[config.mk]
export PLATFORM = sky130hd
export DESIGN_NAME = draw_port_arbiter
export DESIGN_NICKNAME = d
export VERILOG_FILES = /design/src/rtl/draw_port_arbiter.sv
export SDC_FILE = /design/constraint.sdc
export NUM_CORES = 1
export LEC_CHECK = 0
export ABC_AREA = 1
export BUFFER_PORTS_ARGS = -buffer_cell sky130_fd_sc_hd__buf_2
export CELL_PAD_IN_SITES_DETAIL_PLACEMENT = 1
export CELL_PAD_IN_SITES_GLOBAL_PLACEMENT = 1
export CORE_MARGIN = 4
export CORE_UTILIZATION = 35
export CTS_CLUSTER_DIAMETER = 200
export CTS_CLUSTER_SIZE = 12
export DETAILED_ROUTE_END_ITERATION = 10
export PLACE_DENSITY = 0.81
export SETUP_SLACK_MARGIN = 0.5
export SYNTH_ARGS = -nofsm -noshare
export SYNTH_HDL_FRONTEND = slang
export SYNTH_SLANG_ARGS = --single-unit
export TNS_END_PERCENT = 100
[constraint.sdc]
create_clock -name clock -period 4.47 [get_ports clock]
set_input_delay 0.2235 -clock clock [delete_from_list [all_inputs] [get_ports clock]]
set_output_delay 0.2235 -clock clock [all_outputs]
set_load 0.05 [all_outputs]
[src/rtl/draw_port_arbiter.sv]
// draw_port_arbiter: shares the single VGA adapter write port between the
// map, Link and enemy draw engines. Bursts are granted round-robin and each
// grant is held until the burst's last pixel or a stall timeout.
// Optional feature macro: TRANSPARENT_SKIP_EN (accepted pixels whose colour
// equals TRANSPARENT_COLOUR are consumed without being plotted).
module draw_port_arbiter #(
  parameter int N_REQ              = 3,
  parameter int X_W                = 8,
  parameter int Y_W                = 7,
  parameter int C_W                = 3,
  parameter int TIMEOUT            = 64,
  parameter int TRANSPARENT_COLOUR = 0
) (
  input  logic                 clock,
  input  logic                 resetn,
  input  logic [N_REQ-1:0]     req,
  input  logic [N_REQ-1:0]     pix_valid,
  input  logic [N_REQ-1:0]     pix_last,
  input  logic [N_REQ*X_W-1:0] pix_x,
  input  logic [N_REQ*Y_W-1:0] pix_y,
  input  logic [N_REQ*C_W-1:0] pix_colour,
  output logic [N_REQ-1:0]     pix_ready,
  output logic [N_REQ-1:0]     gnt,
  output logic [X_W-1:0]       vga_x,
  output logic [Y_W-1:0]       vga_y,
  output logic [C_W-1:0]       vga_colour,
  output logic                 vga_plot,
  output logic                 busy,
  output logic                 timeout
);

  localparam int PTR_W = $clog2(N_REQ);
  localparam int CNT_W = (TIMEOUT > 0) ? $clog2(TIMEOUT + 1) : 1;
`ifdef TRANSPARENT_SKIP_EN
  localparam bit SKIP_EN = 1'b1;
`else
  localparam bit SKIP_EN = 1'b0;
`endif
  localparam logic [C_W-1:0] SKIP_KEY = C_W'(TRANSPARENT_COLOUR);

  typedef enum logic {IDLE, GRANT} state_e;

  state_e               state_q, state_d;
  logic [N_REQ-1:0]     gnt_q, gnt_d;
  logic [PTR_W-1:0]     rr_ptr_q, rr_ptr_d;
  logic [CNT_W-1:0]     cnt_q, cnt_d;
  logic [X_W-1:0]       vga_x_q, vga_x_d;
  logic [Y_W-1:0]       vga_y_q, vga_y_d;
  logic [C_W-1:0]       vga_colour_q, vga_colour_d;
  logic                 plot_q, plot_d;
  logic                 timeout_q, timeout_d;

  logic                 sel_valid, sel_last;
  logic [X_W-1:0]       sel_x;
  logic [Y_W-1:0]       sel_y;
  logic [C_W-1:0]       sel_colour;
  logic [PTR_W-1:0]     sel_next;
  logic [N_REQ-1:0]     pick_oh;
  logic [PTR_W-1:0]     pick_idx;
  logic                 pick_found;

  assign pix_ready  = gnt_q;
  assign gnt        = gnt_q;
  assign vga_x      = vga_x_q;
  assign vga_y      = vga_y_q;
  assign vga_colour = vga_colour_q;
  assign vga_plot   = plot_q;
  assign busy       = (state_q == GRANT);
  assign timeout    = timeout_q;

  // Route the granted requester's pixel; gnt_q is one-hot or zero.
  always_comb begin
    sel_valid  = 1'b0;
    sel_last   = 1'b0;
    sel_x      = '0;
    sel_y      = '0;
    sel_colour = '0;
    sel_next   = '0;
    for (int unsigned i = 0; i < N_REQ; i++) begin
      if (gnt_q[i]) begin
        sel_valid  = pix_valid[i];
        sel_last   = pix_last[i];
        sel_x      = pix_x[i*X_W +: X_W];
        sel_y      = pix_y[i*Y_W +: Y_W];
        sel_colour = pix_colour[i*C_W +: C_W];
        sel_next   = PTR_W'((i + 1) % N_REQ);
      end
    end
  end

  // Round-robin pick: first set request at or after rr_ptr_q, wrapping.
  always_comb begin
    pick_oh    = '0;
    pick_idx   = '0;
    pick_found = 1'b0;
    for (int unsigned k = 0; k < N_REQ; k++) begin
      pick_idx = PTR_W'((32'(rr_ptr_q) + k) % N_REQ);
      if (!pick_found && req[pick_idx]) begin
        pick_oh[pick_idx] = 1'b1;
        pick_found        = 1'b1;
      end
    end
  end

  // Next-state logic: grant, pixel acceptance, release and stall timeout.
  always_comb begin
    state_d      = state_q;
    gnt_d        = gnt_q;
    rr_ptr_d     = rr_ptr_q;
    cnt_d        = cnt_q;
    vga_x_d      = vga_x_q;
    vga_y_d      = vga_y_q;
    vga_colour_d = vga_colour_q;
    plot_d       = 1'b0;
    timeout_d    = 1'b0;
    unique case (state_q)
      IDLE: begin
        if (|req) begin
          state_d = GRANT;
          gnt_d   = pick_oh;
          cnt_d   = '0;
        end
      end
      GRANT: begin
        if (sel_valid) begin
          // An accepted pixel always beats a coincident timeout.
          cnt_d = '0;
          if (!(SKIP_EN && (sel_colour == SKIP_KEY))) begin
            plot_d       = 1'b1;
            vga_x_d      = sel_x;
            vga_y_d      = sel_y;
            vga_colour_d = sel_colour;
          end
          if (sel_last) begin
            state_d  = IDLE;
            gnt_d    = '0;
            rr_ptr_d = sel_next;
          end
        end else if (TIMEOUT != 0) begin
          cnt_d = cnt_q + CNT_W'(1);
          if (cnt_q + CNT_W'(1) == CNT_W'(TIMEOUT)) begin
            state_d   = IDLE;
            gnt_d     = '0;
            rr_ptr_d  = sel_next;
            cnt_d     = '0;
            timeout_d = 1'b1;
          end
        end
      end
      default: state_d = IDLE;
    endcase
  end

  // State and output registers, cleared asynchronously.
  always_ff @(posedge clock or negedge resetn) begin
    if (!resetn) begin
      state_q      <= IDLE;
      gnt_q        <= '0;
      rr_ptr_q     <= '0;
      cnt_q        <= '0;
      vga_x_q      <= '0;
      vga_y_q      <= '0;
      vga_colour_q <= '0;
      plot_q       <= 1'b0;
      timeout_q    <= 1'b0;
    end else begin
      state_q      <= state_d;
      gnt_q        <= gnt_d;
      rr_ptr_q     <= rr_ptr_d;
      cnt_q        <= cnt_d;
      vga_x_q      <= vga_x_d;
      vga_y_q      <= vga_y_d;
      vga_colour_q <= vga_colour_d;
      plot_q       <= plot_d;
      timeout_q    <= timeout_d;
    end
  end

endmodule

==> run metrics <==
largest net degree at the start of global routing 38; Multi-input gate area 0.00109 mm²; Post-CTS Repair Setup Buffers 0; Reg area about 830 µm²; PnR Total Power 2.18 mW; CTS tree done; Final nets 449; Buffers on Ports 91; drt initial violations 80; per-cell routed wire length 14.2 µm; GPL Wtd Cong just under 0.9; most common cell after layout, fill and taps aside nand2_1; met2 Usage GRT 0.326; FILL cells 792; Highest Clock Rate 382 MHz; CP arrival around 2.8 ns; dominant cell type by area after synthesis dfrtp_1; global-route wire length before repair 10,700 µm; vias in the first global route 2,330; first-pass detailed-route iteration total 4; DIE WIDTH approximately 86 µm; final setup fails 0; drt via density between 4 and 5; placed cells 447; Ys Warns 0; Worst-Skew Late Latency 0.28 ns; Slew headroom 0.404; share of post-route cells with drive strength above 1 0.335; CTS-repair resized insts 0; initial antenna violation count 0; Bufs on Longest Clock Path 2; clk slew on worst S/H paths 0.06 ns; Final Hold Vio Count 0; Max Slew Vio Count 0; hold_buf cts 0; post-DP HPWL 5260 µm; # IOs just over 90; Inserted Clock Buffers 5; Syn Area/Cell approximately 7.2 µm²; cell area after synthesis 0.00211 mm²; fin crit share 0.586; Pwr per Cell Area approximately 800 mW/mm²; post-route setup TNS 0 ns; chip height 85.7 µm; drt total wl 6430 µm; H-tree depth 2; CP Data Required Time 4.67 ns; min cycle time layout 2.62 ns; sequential fraction of the synthesis area 0.391; total track usage 0.178; post-synth net total 363; routing usage on met3 0.0346; CTS Root Cell clkbuf_8; P_leak around 1.4 nW; critical path endpoint category flip-flop; post-route ant nets 0; most frequent cells in the layout 105 x nand2_1, 91 x buf_2, 33 x dfrtp_1, 25 x a21oi_1, 22 x inv_1; VDD IR max approximately 320 µV; die area approximately 0.0073 mm²; GR Layer Usage met1 0.214; routed vias 2,214; initial core utilization 0.359; CORE AREA ~0.0059 mm²; synth top area cells dfrtp_1 39%, nand2_1 19%, a21oi_1 5.9%; setup ws final 1.85 ns; startpoint types flip-flop; WS Path Type reg2reg; CP Max Fanout 37; number of clock sinks 33; Syn Inst Count ~300; status finished, final reports clean; busiest grt layer met2; Layout area overhead 25.9%; Hold Path Class in2async; skew final 0.00344 ns; dpl ws around 1.8 ns; Cell variety after synth 23; DRC errors left 0; Max Cap Violations 0; Tightest Pin Transition roughly 0.89 ns; RSZ-0062 raised after global routing no; fin util 0.452; FP Rows 28; total gr overflow 0; Synth Register Bits 33; Non-Filler Instances 454; share of the synthesized area in the top cell type 0.391; Ant. Diodes 0
## synth_stat cells, drive strengths merged
| master | number |
|---|---|
| nand3b | 1 |
| nand4 | 6 |
| nor2 | 31 |
| o21ai | 10 |
| a21oi | 37 |
| nand2 | 105 |
| nor3 | 1 |
| o22ai | 3 |
| nand3 | 22 |
| dfrtp | 33 |
| a21boi | 1 |
| ha | 5 |
| inv | 23 |
| buf | 14 |
| o21a | 1 |
## final timing paths
path	start	to	slack, ns	depth (start not counted)
max in group asynchronous	resetn	rr_ptr_q[0]	4.00	1
min	resetn	cnt_q[3]	0.003	1
max reg2reg	gnt[2]	vga_y[0]	1.85	8
min in group clock	pix_y[2]	vga_y[2]	0.22	3
min reg2reg	vga_y[5]	vga_y[5]	0.52	2
max	gnt[2]	vga_y[0]	1.85	8
## final cells by class
class                   instances  area share
clock buffers                   7      0.0325
inverters                      23      0.0325
multi-input cells             223       0.412
flip-flops and latches         33       0.311
well taps                      75      0.0353
repair buffers                 93       0.177
## worst max-delay path, stage by stage, from the launching register on
cell	delay, ns
dfrtp_1	0.72
nor2_2	0.77
nand2_1	0.15
nand2_1	0.11
a21oi_2	0.05
nor2_4	0.09
buf_4	0.42
nor2_1	0.09
a21oi_1	0.13
## registers in the layout, summed over array words and instances, names as in the netlist, 2 cells and up
signal	count
vga_x	8
cnt_q	7
vga_y	7
gnt	3
vga_colour	3
rr_ptr_q	2
## metal layers
layer	vias up	routed length, µm
met5	-	0
met4	0	99
met3	7	324
met2	55	3360
met1	1039	2650
li1	1113	-
## cells by family after synthesis
group / share of synthesized area
buffers and inverters: 0.0925
adders and majority gates: 0.0296
and+or+nand+nor: 0.338
AOI/OAI and AO/OA: 0.149
DFF: 0.391
## power by group
part	internal (mW)	switching [mW]
logic	0.397	0.974
clock network	0.122	0.100
registers	0.442	0.147
total	0.961	1.22
## per-stage QoR
stage	hold WS, ns	instance area, µm²
6_report	0.00277	2660
3_3_place_gp	0.319	2570
4_1_cts	0.0355	2660
3_5_place_dp	0.336	2570
5_1_grt	0.0667	2660
2_1_floorplan	-0.0721	2110
Power figures use the tool's default switching activity.
